===== src/rtl/imc_buf_arbiter.sv =====
// imc_buf_arbiter: shares IM/WB/IB/OB between host and compute controller (controller wins) and tracks IM occupancy
module imc_buf_arbiter #(
  parameter int WIDTH_IM       = 32,
  parameter int WIDTH_BUF      = 16,
  parameter int WIDTH_IM_ADDR  = 6,
  parameter int WIDTH_BUF_ADDR = 4
) (
  input  logic                      clk,
  input  logic                      resetn,
  input  logic                      h_req,
  input  logic                      h_we,
  input  logic [1:0]                h_sel,
  input  logic [WIDTH_IM_ADDR-1:0]  h_addr,
  input  logic [WIDTH_IM-1:0]       h_wdata,
  output logic                      h_ack,
  output logic                      h_err,
  output logic [WIDTH_IM-1:0]       h_rdata,
  input  logic                      c_im_rd_en,
  input  logic [WIDTH_IM_ADDR-1:0]  c_im_addr,
  input  logic                      c_wb_rd_en,
  input  logic                      c_ib_rd_en,
  input  logic                      c_ob_wr_en,
  input  logic                      c_sa_wr_en,
  input  logic [WIDTH_BUF_ADDR-1:0] c_buf_addr,
  output logic                      im_en,
  output logic                      im_we,
  output logic [WIDTH_IM_ADDR-1:0]  im_addr,
  output logic [WIDTH_IM-1:0]       im_wdata,
  input  logic [WIDTH_IM-1:0]       im_rdata,
  output logic [2:0]                buf_en,
  output logic                      buf_we,
  output logic [WIDTH_BUF_ADDR-1:0] buf_addr,
  output logic [WIDTH_BUF-1:0]      buf_wdata,
  input  logic [WIDTH_BUF-1:0]      ob_rdata,
  output logic                      IM_empty,
  output logic                      IM_full,
  output logic [WIDTH_IM_ADDR:0]    im_count
);
  typedef enum logic [1:0] {IDLE, ACCESS, RESP} state_t;
  localparam logic [WIDTH_IM_ADDR:0]   DEPTH   = {1'b1, {WIDTH_IM_ADDR{1'b0}}};
  localparam logic [WIDTH_IM_ADDR:0]   CNT_ONE = {{WIDTH_IM_ADDR{1'b0}}, 1'b1};
  localparam logic [WIDTH_IM_ADDR-1:0] PTR_ONE = {{(WIDTH_IM_ADDR-1){1'b0}}, 1'b1};
  state_t                     state_q, state_d;
  logic [WIDTH_IM_ADDR-1:0]   wr_ptr_q;
  logic [WIDTH_IM_ADDR:0]     count_q, count_d;
  logic [WIDTH_IM-1:0]        rdata_q, rdata_d;
  logic                       c_im_rd_q, ack_q, err_q, empty_q, full_q;
  logic                       c_ctrl_busy, go, reject, host_acc, im_wr, rd_edge;
  assign c_ctrl_busy = c_im_rd_en | c_wb_rd_en | c_ib_rd_en | c_ob_wr_en | c_sa_wr_en;
  assign go          = (state_q == ACCESS) && !c_ctrl_busy;
  assign reject      = h_we ? (h_sel == 2'd3 || (h_sel == 2'd0 && full_q))
                            : (h_sel == 2'd1 || h_sel == 2'd2);
  assign host_acc    = go && !reject;
  assign im_wr       = host_acc && h_we && h_sel == 2'd0;
  assign rd_edge     = c_im_rd_en && !c_im_rd_q;
  // Host drives the macros only in an uncontended ACCESS cycle, so the two paths never overlap
  always_comb begin
    im_en     = c_im_rd_en | (host_acc && h_sel == 2'd0);
    im_we     = im_wr;
    im_addr   = c_ctrl_busy ? c_im_addr : (h_we ? wr_ptr_q : h_addr);
    im_wdata  = h_wdata;
    buf_en    = c_ctrl_busy ? {c_ob_wr_en | c_sa_wr_en, c_ib_rd_en, c_wb_rd_en}
              : host_acc    ? {h_sel == 2'd3, h_sel == 2'd2, h_sel == 2'd1} : 3'b000;
    buf_we    = c_ctrl_busy ? (c_ob_wr_en | c_sa_wr_en) : (host_acc && h_we && h_sel != 2'd0);
    buf_addr  = c_ctrl_busy ? c_buf_addr : h_addr[WIDTH_BUF_ADDR-1:0];
    buf_wdata = h_wdata[WIDTH_BUF-1:0];
  end
  always_comb begin
    state_d = state_q == IDLE   ? (h_req ? ACCESS : IDLE)
            : state_q == ACCESS ? (c_ctrl_busy ? ACCESS : RESP) : IDLE;
    rdata_d = (!host_acc || h_we) ? '0
            : h_sel == 2'd0 ? im_rdata : {{(WIDTH_IM-WIDTH_BUF){1'b0}}, ob_rdata};
    count_d = (im_wr == rd_edge) ? count_q
            : im_wr ? count_q + CNT_ONE
            : (count_q == '0 ? count_q : count_q - CNT_ONE);
  end
  always_ff @(posedge clk or negedge resetn) begin
    if (!resetn) begin
      state_q   <= IDLE;
      wr_ptr_q  <= '0;
      count_q   <= '0;
      c_im_rd_q <= 1'b0;
      ack_q     <= 1'b0;
      err_q     <= 1'b0;
      rdata_q   <= '0;
      empty_q   <= 1'b1;
      full_q    <= 1'b0;
    end else begin
      state_q   <= state_d;
      wr_ptr_q  <= im_wr ? wr_ptr_q + PTR_ONE : wr_ptr_q;
      count_q   <= count_d;
      c_im_rd_q <= c_im_rd_en;
      ack_q     <= go;
      err_q     <= go && reject;
      rdata_q   <= go ? rdata_d : rdata_q;
      empty_q   <= count_q == '0;
      full_q    <= count_q == DEPTH;
    end
  end
  assign h_ack    = ack_q;
  assign h_err    = err_q;
  assign h_rdata  = rdata_q;
  assign IM_empty = empty_q;
  assign IM_full  = full_q;
  assign im_count = count_q;
endmodule

===== config.mk =====
export PLATFORM = sky130hd
export DESIGN_NAME = imc_buf_arbiter
export DESIGN_NICKNAME = d
export VERILOG_FILES = /design/src/rtl/imc_buf_arbiter.sv
export SDC_FILE = /design/constraint.sdc
export NUM_CORES = 1
export LEC_CHECK = 0
export ABC_CLOCK_PERIOD_IN_PS = 7200
export CAP_MARGIN = 40
export CELL_PAD_IN_SITES_DETAIL_PLACEMENT = 2
export CELL_PAD_IN_SITES_GLOBAL_PLACEMENT = 2
export CORE_ASPECT_RATIO = 1.75
export CORE_MARGIN = 5
export CORE_UTILIZATION = 21
export CTS_CLUSTER_SIZE = 12
export DETAILED_ROUTE_END_ITERATION = 10
export PLACE_DENSITY = 0.95
export SYNTH_ARGS = -nofsm -noshare
export SYNTH_HDL_FRONTEND = slang
export SYNTH_SLANG_ARGS = --single-unit
export TNS_END_PERCENT = 1

===== constraint.sdc =====
create_clock -name clk -period 7.2 [get_ports clk]
set_clock_uncertainty 0.05 [all_clocks]
set_input_delay 1.08 -clock clk [delete_from_list [all_inputs] [get_ports clk]]
set_output_delay 1.08 -clock clk [all_outputs]
set_load 0.1 [all_outputs]

After elaboration in Yosys (flattened, before gate mapping)
Index checks and enable logic that the tools add are counted.
{"block": "totals", "reg_bits": 52, "inputBits": 107, "output_inout_bits": 107, "elab_cells": 62}
{"block": "op_classes", "n_addsub": 3, "eq_ne": 7, "muxes": 15, "bitwise": 7, "reduce_logical": 21}
{"operator": "$mux 32", "n": 2}
{"operator": "$mux 7", "n": 2}
{"operator": "$mux 6", "n": 2}
{"operator": "$logic_and 1x1->1", "n": 9}
{"operator": "$add 7x1->7 const B", "n": 1}
{"operator": "$eq 7x7->1 const B", "n": 1}
{"operator": "$logic_not 7->1", "n": 1}
{"operator": "$sub 7x1->7 const B", "n": 1}
{"operator": "$add 6x1->6 const B", "n": 1}
{"operator": "$mux 2", "n": 3}
{"operator": "$mux 3", "n": 2}
{"operator": "$or 1x1->1", "n": 6}
{"operator": "$eq 2x1->1 const B", "n": 2}
{"operator": "$eq 2x2->1 const B", "n": 2}
{"operator": "$logic_not 1->1", "n": 4}
{"operator": "$logic_not 2->1", "n": 2}
{"operator": "$mux 4", "n": 1}
{"operator": "$logic_or 1x1->1", "n": 3}
{"operator": "$mux 1", "n": 3}
{"operator": "$ne 2x2->1 const B", "n": 1}
{"operator": "$reduce_and 2->1", "n": 1}
{"operator": "$reduce_bool 2->1", "n": 1}
{"operator": "$eq 1x1->1", "n": 1}
{"operator": "$not 1->1", "n": 1}

Logic depth before layout (Yosys ltp)
Gate-level depths: netlist (run 1).
{"block": "depth", "ltp_word": 12, "ltp_mapped": 9, "depth_no_buf": 9}

Least setup slack after synthesis (run 1)
Ideal clock, no wire load.
{"block": "synth_timing", "kind": "input to output", "from": "in c_im_rd_en", "to": "out im_addr[0]", "arrival_time_ps": 4149, "required_time_ps": 6070, "setup_slack_ps": 1921, "cell_stages": 4, "n_path_buf": 1, "cell_sequence": "or4_4 or2_2 clkbuf_1 o21ai_0"}
{"block": "synth_via", "elab_chain_cells": 5}
{"element": "start: declaration", "line": "18", "rtl": "input logic c_im_rd_en,"}
{"element": "$or 1x1->1 (4 in series)", "line": "49", "rtl": "assign c_ctrl_busy = c_im_rd_en | c_wb_rd_en | c_ib_rd_en | c_ob_wr_en | c_sa_wr_en;"}
{"element": "$mux 6", "line": "60", "rtl": "im_addr = c_ctrl_busy ? c_im_addr : (h_we ? wr_ptr_q : h_addr);"}
{"element": "end: declaration", "line": "27", "rtl": "output logic [WIDTH_IM_ADDR-1:0] im_addr,"}
Every way passes these cells.

Worst setup path after layout (run 1)
{"block": "layout_timing", "from": "in c_im_rd_en", "to": "out buf_we"}
{"block": "layout_via", "elab_chain_cells": 10}
{"element": "$or 1x1->1 * (4 in series)", "line": "49"}
{"element": "$logic_not 1->1", "line": "50", "rtl": "assign go = (state_q == ACCESS) && !c_ctrl_busy;"}
{"element": "$logic_and 1x1->1", "line": "50"}
{"element": "$logic_and 1x1->1", "line": "53", "rtl": "assign host_acc = go && !reject;"}
{"element": "$logic_and 1x1->1 (2 in series)", "line": "64", "rtl": "buf_we = c_ctrl_busy ? (c_ob_wr_en | c_sa_wr_en) : (host_acc && h_we && h_sel != 2'd0);"}
{"element": "$mux 1 *", "line": "64"}
{"element": "end: declaration", "line": "31", "rtl": "output logic buf_we,"}
Every way passes the cells marked *; elsewhere a longest branch is shown, timed or not.

==> results of run 1 <==
sequential cells by signal, summed over array words and instances, names as in the netlist:
signal / flops
h_rdata: 32
im_count: 7
wr_ptr_q: 6
state_q: 2
IM_empty: 1
IM_full: 1
c_im_rd_q: 1
h_ack: 1
h_err: 1
routing by layer:
metal	wire (µm)	vias up
met3	613	46
met1	4104	1389
met5	0	-
met4	584	0
li1	-	1288
met2	7513	91
worst register-to-register path, stage by stage (launching register included):
cell      delay (ns)
dfrtp_1         0.38
nand2b_1        0.18
or3_4           0.55
or2_1           0.45
fa_1            0.54
a211oi_1        0.30
o21ai_0         0.22
a22o_1          0.26
nand3_1         0.09
power by group:
part	total, µW	internal [µW]	switching [µW]
sequential	370	328	41.7
clock	241	130	112
combinational	790	316	474
final timing paths:
kind | startpoint | to | slack [ns] | cells past startpoint
worst min register to register | state_q[1] | state_q[0] | 0.38 | 1
max in group asynchronous | resetn | h_rdata[8] | 5.76 | 2
worst max register to register | state_q[1] | im_count[6] | 4.10 | 8
min in group asynchronous | resetn | h_rdata[18] | 0.86 | 2
worst min-delay path | state_q[1] | state_q[0] | 0.38 | 1
worst max-delay path | c_im_rd_en | buf_we | 1.80 | 7
metrics by stage:
stage / total power (µW) / utilization, % / instances
after CTS: 1424 / 37.71 / 627
final: 1402 / 37.71 / 627
after global routing: 1472 / 37.71 / 627
after global placement: 988.6 / 29.38 / 560
after detailed placement: 1169 / 36.68 / 619
after floorplan: 938.8 / - / 304
area by class of cell:
cell class,instances,area (µm²)
fillers,1479,8950
repair buffers,194,2390
multi-input cells,185,1323
flip-flops and latches,52,1303
well taps,180,225.2
clock buffers,5,125.1
inverters,8,30.03
clock inverters,3,23.77
layout by cell type (no fill, tap or decap), types with 2 or more instances in the layout:
master | Yosys | layout
nor2b_1 | 2 | 2
clkbuf_16 | 0 | 5
xor2_1 | 2 | 2
a21o_1 | 5 | 5
nor3b_1 | 2 | 2
or2_2 | 3 | 3
xnor2_1 | 7 | 7
a211oi_1 | 3 | 3
nand4_1 | 3 | 3
mux2i_1 | 22 | 22
buf_16 | 0 | 13
a21oi_1 | 2 | 2
nor2_1 | 10 | 10
buf_4 | 48 | 2
inv_1 | 7 | 7
nand2_1 | 40 | 40
clkinvlp_4 | 0 | 2
nand4b_1 | 2 | 2
a22o_1 | 17 | 17
buf_8 | 0 | 46
ha_1 | 11 | 11
dfrtp_1 | 51 | 51
o21ai_0 | 26 | 26
nand3_1 | 2 | 2
clkdlybuf4s50_1 | 0 | 132
a311o_1 | 2 | 2
mux2_2 | 6 | 6
kinds of logic (layout without fill, tap and decap cells):
family          after synthesis  count (layout)  share of synthesized area, %
compound gates               59              59                         13.08
xor+xnor                      9               9                         2.566
fa+ha+maj                    12              12                         5.132
buf+inv                      67             210                         14.54
flops                        52              52                         42.40
mux                          28              28                         9.368
simple gates                 77              77                         12.91
==> metrics.txt, run 1 <==
Synth top area share=41.55%; chip width=101.4 µm; Clock transition at path regs=0.07 ns; root buffer cell=clkbuf_16; critical path buffer and inverter count=3; WL/cell=20.44 µm; worst-margin pin slew=0.8942 ns; IO Count=214; Worst path most repeated cell=clkdlybuf4s50_1; met3 GRT Util=2.420%; Yosys cell types=45; Worst EP arrival=4.27 ns; die height=170.0 µm; die area=0.01724 mm²; Max Root-Sink Buffers=2; Post-CTS Repair Setup Buffers=0; crit-path max cell delay=0.59 ns; prevailing post-synth register cell=dfrtp_1; pre-CTS WS=1.744 ns; Critical Path, Cell by Cell=clkdlybuf4s50_1 -> or4_4 -> or3_4 -> nor2b_1 -> a311o_1 -> clkdlybuf4s50_1 -> buf_8; Congestion Overflow GR=0; Startpoint Class=primary input; M1 GR Usage=14.18%; antenna violations before repair=0; MaxCap Viol Count=0; count leader, synth=dfrtp_1; Residual DRC=0; Worst Path Required=6.07 ns; min cycle time layout=5.403 ns; asr flop ratio synth=100.0%; Critical-path top delay cell=or3_4; Via density=4.488; Row Count=58; Slew headroom=40.13%; number of port buffers=133; Post-synth EDFFs=0; setup TNS=0 ns; First DRT Iteration DRCs=41; Final Cycle Share=75.04%; nets=565; layout cells sized above 1=19.24%; CTS tree=yes; Total Wirelength=12820 µm; cts bufs inserted=5; initial core utilization=21.38%; GRT Resource Usage Total=14.89%; first-pass GRT wire length=19450 µm; cts hold-fix bufs=0; post-synth net total=423; Worst setup EP type=output port; gr busiest metal=met2; final worst setup slack=1.797 ns; final max-slew violation count=0; CP delay by family, top=simple AND/OR/NAND/NOR gates; Final ANT Viol Nets=0; clock latency on the worst-skew pair=0.29 ns; Commonest cells post-synth=dfrtp_1, buf_4, nand2_1; worst vdd ir=350.8 µV; Hold WS=0.3785 ns; # clock sinks=52; Final GP Congestion=0.7501; Highest Clock Rate=0.1851 GHz; vias in the first global route=3448; Post-DP HPWL=10770 µm; htree depth=2; Seq/Total Area, Yosys=42.40%; routed vias=2814; largest net degree at the start of global routing=53; core area=0.01437 mm²; ant diodes=0; grt met2 use=29.53%; P per Cell Area=258.6 mW/mm²; Leakage Power=0.002349 µW; RSZ-0062 raised after global routing=false; Fin. Hold Viols=0; Area growth syn-to-layout=76.42%; status=complete, no violations; Design Area, Final=0.005419 mm²; placed standard-cell area=0.005270 mm²; Synth area leader=dfrtp_1; Hold WC Path Type=register to register; Final Setup Violations=0; YS warnings=0; Yosys reg bits=52; Area contributors post-synth=dfrtp_1, buf_4, mux2i_1, nand2_1, a22o_1; TritonRoute pass-1 iters=4; Setup CP Type=primary input to output port; CP max FO=38; Syn Area/Cell=10.10 µm²; cells after synthesis=304; Resize count post-CTS=0; Cell Area, Synth=0.003072 mm²
(Power assumes the default switching activity.)
==> inputs of run 2 (changes only) <==
Settings changed: ABC_CLOCK_PERIOD_IN_PS 7200 to 4500, CORE_UTILIZATION 21 to 17, PLACE_DENSITY 0.95 to 0.83.
Clock period 7.2 ns to 4.5 ns, I/O delays scaled along.
==> metrics.txt, run 2 (synthesis results as in run 1) <==
status=complete, no violations; RR Startpoint=state_q[1]; First DRT Iteration DRCs=46 (+12%); Final Cycle Share=91.22%; core area=0.01789 mm² (+25%); GRT Resource Usage Total=11.55% (-3.3 points); root buffer cell=clkbuf_16; WL/cell=18.24 µm (-11%); IO Count=214 (unchanged); Congestion Overflow GR=0 (unchanged); setup TNS=0 ns (unchanged); CTS tree=yes; clock latency on the worst-skew pair=0.29 ns (about the same); commonest non-fill, non-tap cell in the layout=clkdlybuf4s50_1; number of port buffers=133 (unchanged); Worst Setup SP=c_wb_rd_en; Final GP Congestion=0.7645 (+1.9%); Final ANT Viol Nets=0 (unchanged); chip width=111.6 µm (+10%); RSZ-0062 raised after global routing=false; routed vias=2750 (-2.3%); most frequent cells in the layout=clkdlybuf4s50_1, dfrtp_1, nand2_1; min cycle time layout=4.105 ns; Slew headroom=40.55% (+0.42 points); first-pass GRT wire length=19010 µm (-2.3%); MaxCap Viol Count=0 (unchanged); max reg flops=32 (unchanged); Worst EP arrival=3.38 ns (-0.89 ns); Worst setup EP type=output port; Max Root-Sink Buffers=2 (unchanged); initial core utilization=17.17% (-4.2 points); die area=0.02096 mm² (+22%); Via density=4.123 (-8.1%); Row Count=65 (+12%); Highest Clock Rate=0.2436 GHz; nets=552 (-2.3%); antenna violations before repair=0 (unchanged); Area growth syn-to-layout=73.85%; Startpoint Class=primary input; CP max FO=37 (-2.6%); Resize count post-CTS=0 (unchanged); Leakage Power=0.002309 µW (-1.7%); vias in the first global route=3244 (-5.9%); P per Cell Area=432.5 mW/mm² (+67%); htree depth=2 (unchanged); Setup CP Type=primary input to output port; worst-margin pin slew=0.8880 ns (-0.006216 ns); cts hold-fix bufs=0 (unchanged); ant diodes=0 (unchanged); Worst Path Required=3.77 ns (-2.30 ns); # clock sinks=52 (unchanged); Post-CTS Repair Setup Buffers=0 (unchanged); cts bufs inserted=5 (unchanged); TritonRoute pass-1 iters=4 (unchanged); Residual DRC=0 (unchanged); Post-DP HPWL=10120 µm (-6.0%); largest net degree at the start of global routing=42 (-21%); Clock transition at path regs=0.07 ns (about the same); die height=187.8 µm (+10%); layout cells sized above 1=20.32% (+1.1 points); Total Wirelength=12170 µm (-5.1%); Hold WC Path Type=primary input to async pin; worst vdd ir=498.5 µV (+42%); Final Setup Violations=0 (unchanged); Fin. Hold Viols=0 (unchanged); placed standard-cell area=0.005155 mm² (-2.2%); final max-slew violation count=0 (unchanged); Design Area, Final=0.005340 mm² (-1.5%)
run 2: cell types whose count changed in the layout (fill, tap and decap cells not counted):
cell             change
buf_12               +6
bufinv_16            +2
clkinvlp_4           -2
buf_8               -16
clkinv_4             -1
buf_4               +13
clkdlybuf4s50_1     -16
run 2: worst paths after layout:
kind / to / cells after the start / slack (ns)
max reg2reg: im_count[6] / 8 / 1.75
max: buf_we / 7 / 0.40
min in group clk: state_q[0] / 1 / 0.38
min: h_rdata[6] / 1 / 0.19
max in group asynchronous: wr_ptr_q[5] / 2 / 3.33
min reg2reg: state_q[0] / 1 / 0.38
run 2: critical path, stage by stage:
cell and delay, ns:
clkdlybuf4s50_1 0.48, or4_4 0.56, or3_4 0.38, buf_4 0.27, nor2b_1 0.48, a311o_1 0.33, buf_12 0.19
run 2: layout make-up:
cell class / count / area [µm²]
Tap cell: 234 / 292.8
Clock inverter: 2 / 60.06
Timing Repair Buffer: 181 / 2207
Clock buffer: 5 / 125.1
Fill cell: 1902 / 12550
Inverter: 8 / 30.03
Sequential cell: 52 / 1303
Multi-Input combinational cell: 185 / 1323
run 2: where the power goes:
| group | leakage, µW | internal (µW) | total, µW | switching, µW |
|---|---|---|---|---|
| clock | 0.0000899 | 316 | 490 | 174 |
| sequential | 0.000693 | 525 | 593 | 67.8 |
| combinational | 0.00153 | 489 | 1230 | 738 |
| total | 0.00231 | 1330 | 2310 | 980 |
run 2: metrics by stage:
step                      instances  total power [µW]  hold slack (ns)  setup slack, ns  util [%]
after detailed placement        660              1839           0.3710           0.3633     28.81
after global routing            667              2420           0.2033           0.2598     29.85
after global placement          617              1587           0.3577           0.4559     24.29
after CTS                       667              2349           0.1916           0.3387     29.85
after floorplan                 304              1502           0.3294          0.03051         -
final                           667              2310           0.1950           0.3950     29.85
run 2: layer usage:
layer | global-route usage [%] | share of wire (%) | vias to the layer above
li1 | - | - | 1258
met1 | 12.09 | 37 | 1373
met2 | 22.71 | 56 | 91
met3 | 2.389 | 5.1 | 28
met4 | 3.372 | 1.9 | 0
met5 | 0 | 0 | -
